===== config.mk =====
export PLATFORM = sky130hd
export DESIGN_NAME = tff_mod_counter_flat
export DESIGN_NICKNAME = d
export VERILOG_FILES = /design/src/rtl/tff_mod_counter_if.sv /design/src/rtl/tff_mod_counter.sv /design/src/flat_wrapper.sv
export SDC_FILE = /design/constraint.sdc
export NUM_CORES = 1
export LEC_CHECK = 0
export CAP_MARGIN = 15
export CELL_PAD_IN_SITES_DETAIL_PLACEMENT = 1
export CELL_PAD_IN_SITES_GLOBAL_PLACEMENT = 1
export CORE_UTILIZATION = 30
export CTS_CLUSTER_DIAMETER = 60
export DETAILED_ROUTE_END_ITERATION = 8
export GPL_TIMING_DRIVEN = 0
export PLACE_DENSITY_LB_ADDON = 0.1
export SLEW_MARGIN = 25
export SYNTH_ARGS = -nofsm -noshare
export SYNTH_HDL_FRONTEND = slang
export SYNTH_SLANG_ARGS = --single-unit

===== constraint.sdc =====
create_clock -name clk -period 1.8 [get_ports clk]
set_clock_uncertainty 0.15 [all_clocks]
set_input_delay 0.18 -clock clk [delete_from_list [all_inputs] [get_ports clk]]
set_output_delay 0.18 -clock clk [all_outputs]
set_load 0.01 [all_outputs]

===== src/rtl/tff_mod_counter_if.sv =====
// Control and status bundle for the modulo counter.
// The master drives the count controls; the slave is the counter itself.
interface tff_mod_counter_if #(
    parameter int WIDTH = 8
);
    logic             en;
    logic             up;
    logic             load;
    logic [WIDTH-1:0] load_val;
    logic [WIDTH-1:0] count;
    logic             tc;
    logic             wrap;

    modport master (
        output en, up, load, load_val,
        input  count, tc, wrap
    );

    modport slave (
        input  en, up, load, load_val,
        output count, tc, wrap
    );
endinterface


===== src/rtl/tff_mod_counter.sv =====
// Up/down modulo counter on a bank of T flip-flops.
// Supports parallel load with clamp, wrap or saturate at range ends.
module tff_mod_counter #(
    parameter int WIDTH    = 8,
    parameter int MODULUS  = 256,
    parameter int SATURATE = 0
) (
    input logic                clk,
    input logic                rst,
    tff_mod_counter_if.slave   bus
);
    localparam longint unsigned RANGE = 64'd1 << WIDTH;
    localparam logic [WIDTH-1:0] MAX  = WIDTH'(MODULUS - 1);
    localparam bit               SAT  = (SATURATE != 0);

    generate
        if (MODULUS < 2 || longint'(MODULUS) > longint'(RANGE)) begin : g_bad_modulus
            $error("tff_mod_counter: MODULUS out of range 2..2**WIDTH");
        end
    endgenerate

    logic [WIDTH-1:0] q;
    logic [WIDTH-1:0] nxt;
    logic [WIDTH-1:0] tog;
    logic             wrap_nxt;
    logic             wrap_q;
    logic             at_max;
    logic             at_zero;

    assign at_max  = (q == MAX);
    assign at_zero = (q == '0);

    // Next count and wrap event: load beats enable, enable beats hold.
    always_comb begin
        nxt      = q;
        wrap_nxt = 1'b0;
        if (bus.load) begin
            nxt = (bus.load_val > MAX) ? MAX : bus.load_val;
        end else if (bus.en) begin
            if (bus.up) begin
                if (!at_max) begin
                    nxt = q + 1'b1;
                end else if (!SAT) begin
                    nxt      = '0;
                    wrap_nxt = 1'b1;
                end
            end else begin
                if (!at_zero) begin
                    nxt = q - 1'b1;
                end else if (!SAT) begin
                    nxt      = MAX;
                    wrap_nxt = 1'b1;
                end
            end
        end
    end

    // Each state bit toggles exactly where the next count differs.
    assign tog = q ^ nxt;

    // T flip-flop bank with synchronous clear.
    always_ff @(posedge clk) begin
        if (rst) begin
            q <= '0;
        end else begin
            for (int i = 0; i < WIDTH; i++) begin
                if (tog[i]) q[i] <= ~q[i];
            end
        end
    end

    // Registered one-cycle wrap pulse.
    always_ff @(posedge clk) begin
        if (rst) wrap_q <= 1'b0;
        else     wrap_q <= wrap_nxt;
    end

    assign bus.count = q;
    assign bus.wrap  = wrap_q;
    assign bus.tc    = (bus.up & at_max) | (~bus.up & at_zero);
endmodule


===== src/flat_wrapper.sv =====
// flat-port wrapper written by rule: the top's interface ports become plain ports
module tff_mod_counter_flat 
#(
    parameter int WIDTH    = 8,
    parameter int MODULUS  = 256,
    parameter int SATURATE = 0
)
  (clk, rst, bus_en, bus_up, bus_load, bus_load_val, bus_count, bus_tc, bus_wrap);
  tff_mod_counter_if #(.WIDTH(WIDTH)) bus_i ();
  input logic clk;
  input logic rst;
  input wire logic [$bits(bus_i.en)-1:0] bus_en;
  input wire logic [$bits(bus_i.up)-1:0] bus_up;
  input wire logic [$bits(bus_i.load)-1:0] bus_load;
  input wire logic [$bits(bus_i.load_val)-1:0] bus_load_val;
  output wire logic [$bits(bus_i.count)-1:0] bus_count;
  output wire logic [$bits(bus_i.tc)-1:0] bus_tc;
  output wire logic [$bits(bus_i.wrap)-1:0] bus_wrap;
  assign bus_i.en = bus_en;
  assign bus_i.up = bus_up;
  assign bus_i.load = bus_load;
  assign bus_i.load_val = bus_load_val;
  assign bus_count = bus_i.count;
  assign bus_tc = bus_i.tc;
  assign bus_wrap = bus_i.wrap;
  tff_mod_counter #(.WIDTH(WIDTH), .MODULUS(MODULUS), .SATURATE(SATURATE)) u_core (.clk(clk), .rst(rst), .bus(bus_i));
endmodule

# Yosys cells after proc, flatten, opt, wreduce, memory -nomap -nowiden
# Index checks and enable logic that the tools add are counted.
[classes]
n_bitwise = 14
n_mux = 9
reduce_logical = 2
n_lt_le_gt_ge = 1
n_eq_ne = 1
shifts = 0
div = 0
addsub = 2
mul = 0
[op_table]
columns = ["op", "n"]
rows = [
  ["$mux W8", 6],
  ["$not A1 Y1", 10],
  ["$add A8 B1 Y8 const B", 1],
  ["$eq A8 B8 Y1 const B", 1],
  ["$gt A8 B8 Y1 const B", 1],
  ["$logic_not A8 Y1", 1],
  ["$sub A8 B1 Y8 const B", 1],
  ["$xor A8 B8 Y8", 1],
  ["$mux W1", 3],
  ["$reduce_or A3 Y1", 1],
  ["$and A1 B1 Y1", 2],
  ["$or A1 B1 Y1", 1],
]
[totals]
inputBits = 13
register_bits = 9
n_memories = 0
elab_cells = 38
latchBits = 0
ram_bits = 0
rom_bits = 0

# Longest topological paths before layout
[depth]
depth_word = 6
ltp_mapped = 7

# Worst setup path before layout
# No wires, ideal clock.
[synth_timing]
path_kind = "register to register"
from = "register u_core.q[0] (netlist: u_core.bus.count[0])"
to = "register u_core.wrap_q (netlist: u_core.bus.wrap)"
period_less_slack_ns = 2.133
arrival_ns = 1.896
required_time_ns = 1.563
setup_slack_ns = -0.333
setup_ns = 0.087
path_stages_with_launch = 8
path_buffers = 1
cell_sequence = "dfxtp_1 -> clkbuf_1 -> inv_1 -> ha_1 -> or3b_2 -> nor3_1 -> o21bai_1 -> nor4b_4"
[synth_between]
elab_chain_len = 3
word_cells_on_any_way = 5
cone_classes = "eq/ne: 1; mux: 3; reduce/logical: 1"
[synth_lines]
columns = ["element", "line_no", "text"]
rows = [
  ["start: declaration", "tff_mod_counter.sv:22", "logic [WIDTH-1:0] q;"],
  ["start signal: indexed assignment", "tff_mod_counter.sv:67", "if (tog[i]) q[i] <= ~q[i];"],
  ["$eq A8 B8 Y1 / $logic_not A8 Y1 (equally long branches)", "tff_mod_counter.sv:30, tff_mod_counter.sv:31", ""],
  ["$mux W1 (on tied branches)", "tff_mod_counter.sv:41, tff_mod_counter.sv:48", ""],
  ["$mux W1 (*)", "tff_mod_counter.sv:40", "if (bus.up) begin"],
  ["end signal: assignment", "tff_mod_counter.sv:75", "else wrap_q <= wrap_nxt;"],
  ["end: declaration", "tff_mod_counter.sv:26", "logic wrap_q;"],
]
# Mark *: on every way between the ends. The rest lies on a longest branch, timed or not.
# A chain may end at the register's enable or synchronous reset.

# Worst setup path in the final report
[layout_timing]
from = "register u_core.q[1] (netlist: u_core.bus.count[1])"
to = "output bus_tc"
[layout_between]
elab_chain_len = 3
word_cells_on_any_way = 5
cone_classes = "eq/ne: 1; bitwise: 3; reduce/logical: 1"
[layout_lines]
columns = ["element", "line_no", "text"]
rows = [
  ["$eq A8 B8 Y1 / $logic_not A8 Y1 (equally long branches)", "tff_mod_counter.sv:30, tff_mod_counter.sv:31", ""],
  ["$and A1 B1 Y1", "tff_mod_counter.sv:80", "assign bus.tc = (bus.up & at_max) | (~bus.up & at_zero);"],
  ["$or A1 B1 Y1 (*)", "tff_mod_counter.sv:80", ""],
  ["end: declaration", "flat_wrapper.sv:17", "output wire logic [$bits(bus_i.tc)-1:0] bus_tc;"],
]
# Marked as above.

==> results.md <==
- Run status: finished, violations left
- Failing checks: setup timing
- Yosys reg bits: 9
- Total CTS buffers: 3
- Reg power frac: 31.8%
- P_int: 0.479 mW
- Gr ovfl total: 0
- Worst endpoint required time: around 1.5 ns
- Synth Area per Inst: 7.67 µm²
- Most frequent cells in the layout: 18 x clkdlybuf4s50_1, 14 x buf_4, 11 x a21oi_1
- TritonCTS clock tree: built
- Min-delay worst type: input port to flip-flop
- Maximum VDD drop: 0.363 mV
- Gate power share: between 40 and 50%
- Net Sw Frac: 37.1%
- Switching Power: 0.282 mW
- Slew @ Worst Pin: roughly 0.62 ns
- Buf/Inv on CP: 3
- Post-DP HPWL: 2060 µm
- Die Ht: 55.8 µm
- Vias in the first global route: around 1100
- Main flop type after synthesis: dfxtp_1
- First-pass GRT wire length: 5000 µm
- Startpoint Class: flip-flop
- RSZ-0062 raised after global routing: yes
- Max H-tree Level: 1
- GRT Overall Usage: about a fifth
- Ys Warns: 0
- Initial antenna violation count: 0
- Post-synthesis cell area: 867 µm²
- WL/cell: 16.9 µm
- Die X: between 50 and 60 µm
- Worst setup EP type: output port
- Unique masters post-synth: 43
- NumNets Final: 165
- Final core occ: 48.5%
- Post-route cell area: approximately 1300 µm²
- Via count: 1005
- Max-Cap Viols: 0
- Routed Antenna Nets: 0
- I/O Pins: 23
- Clock power share: 23.1%
- Commonest non-fill, non-tap cell in the layout: clkdlybuf4s50_1
- Ant diodes: 0
- FFs w/ async S/R, synth: 0%
- Final setup violation count: 8
- Leakage: 0.513 nW
- Initial detailed-routing violation count: 38
- Fmax: 484 MHz
- PD cells: 570 nW/µm²
- Cells after Synth: between 100 and 150
- Clock latency on the worst-skew pair: 0.28 ns
- Core ar.: 2760 µm²
- Top delay family on crit path: simple AND/OR/NAND/NOR gates
- Initial core utilization: 31.4%
- Crit-path cells: buf_8 -> inv_4 -> ha_4 -> or3b_4 -> nor3_4 -> o21bai_4 -> buf_6
- Critical path class: flip-flop to output port
- Pre-antenna DRT Iters: 4
- Routed wire length: 3020 µm
- Hold Buf Count CTS: 0
- CTS Buffer Depth: 2
- Drt via density: 5.61
- Largest net degree at the start of global routing: 11
- CP peak stage delay: 0.39 ns
- Crit-path slowest cell: or3b_4
- Final min period: 2.07 ns
- CTS Root Cell: clkbuf_4
- Number of placement rows: 19
- Setup WS post-layout: -0.266 ns
- Total chip power: ~0.76 mW
- Clock sinks: 9
- CP max FO: 2
- Final TNS setup: -1.32 ns
- Area Growth Syn to Fin: 54.1%
- Max Slew Vio Count: 0
- Mapped Nets: 129
- Placer congestion estimate: 0.790
- Input/output buffers: 19
- Period utilization: 115%
- Placed cell areas: 1170 µm²
- Layout cells sized above 1: 31.1%
- Reg clk slew, reported paths: 0.08 ns
- Remaining DRCs: 0
- Register area share after synthesis: 20.8%
- EDFF count, synth: 0
- Slew headroom: 58.5%
- Final hold vios: 0
- Die area: 3110 µm²
- Critical Path AT: about 1.7 ns
## registers in the layout (all words and copies together), names as in the netlist
signal	flops
u_core.bus.wrap	1
u_core.bus.count	8
## power by group through the flow
stage / clock (mW) / sequential, mW / combinational (mW)
floorplan: 0 / 0.241 / 0.195
global placement: 0 / 0.239 / 0.289
detailed placement: 0 / 0.239 / 0.295
CTS: 0.181 / 0.231 / 0.331
global route: 0.190 / 0.245 / 0.371
finish: 0.176 / 0.242 / 0.344
## path summary, 6_finish.rpt
check | start | endpoint | slack (ns) | depth (start not counted)
setup / recovery | u_core.bus.count[1] | bus_tc | -0.27 | 7
hold / removal | bus_en | u_core.bus.count[4] | 0.21 | 3
setup reg to reg | u_core.bus.count[0] | u_core.bus.count[5] | -0.22 | 8
hold reg to reg | u_core.bus.count[4] | u_core.bus.count[4] | 0.52 | 2
## synthesized netlist by cell type, drive strengths merged, types with 2 or more instances
cell    count  area share, %
ha          3            4.3
clkbuf      6            2.6
o31ai       2            1.7
a21oi      11            6.3
xnor2       3            3.0
xor2        2            2.0
a21o        2            1.7
nor4        4            3.6
nand2       4            1.7
nor3        5            2.9
o211ai      2            1.7
buf         5            3.5
o21a        2            1.7
o21ai       6            3.9
nand3       2            1.2
a221oi      4            5.5
or4         2            2.2
o31a        2            2.0
nor2b       2            1.4
a211oi      2            1.7
nand4       3            2.2
nor2        4            1.7
inv        11            4.8
dfxtp       9             21
nor3b       2            1.7
o21bai      2            1.7
## cell families (layout without fill, tap and decap cells)
logic type | Yosys count | in the layout | synth area share [%]
DFF | 9 | 9 | 20.8
adders and majority gates | 3 | 3 | 4.33
xor gates and xnor gates | 5 | 5 | 5.05
muxes | 1 | 1 | 1.15
buffers and inverters | 22 | 57 | 10.8
and+or+nand+nor | 33 | 33 | 24.8
AOI/OAI and AO/OA | 40 | 40 | 33.0
## tightest hold or removal path: stages
cell and delay, ns:
clkbuf_1 0.22, o221ai_2 0.13, a221oi_2 0.06
## area by class of cell
cell class	instances	area (µm²)
timing repair buffer	33	297
sequential	9	191
tap	31	38.8
fill	326	1420
buffer	9	65.1
clock buffer	4	26.3
multi-input combinational	82	669
inverter	11	48.8
## per-stage QoR
stage,std cells,hold slack [ns],worst slack (ns)
4_1_cts,174,0.220,-0.296
2_1_floorplan,113,0.177,0.00111
5_1_grt,179,0.238,-0.323
6_report,179,0.212,-0.266
3_3_place_gp,163,0.515,-0.576
3_5_place_dp,163,0.506,-0.557
## metal layers
| layer | GRT usage (%) | routed length [µm] | up-vias |
|---|---|---|---|
| li1 | - | - | 490 |
| met1 | 27.3 | 1420 | 486 |
| met2 | 34.1 | 1470 | 25 |
| met3 | 3.02 | 96 | 4 |
| met4 | 7.86 | 36 | 0 |
| met5 | 0 | 0 | - |
## repair_timing
action                                  in CTS  in global routing
endpoints found under the setup margin       9                  9
gates resized for setup                     14                 13
pin swaps                                    2                  4
buffers inserted                             7                  7
(Power assumes the default switching activity.)
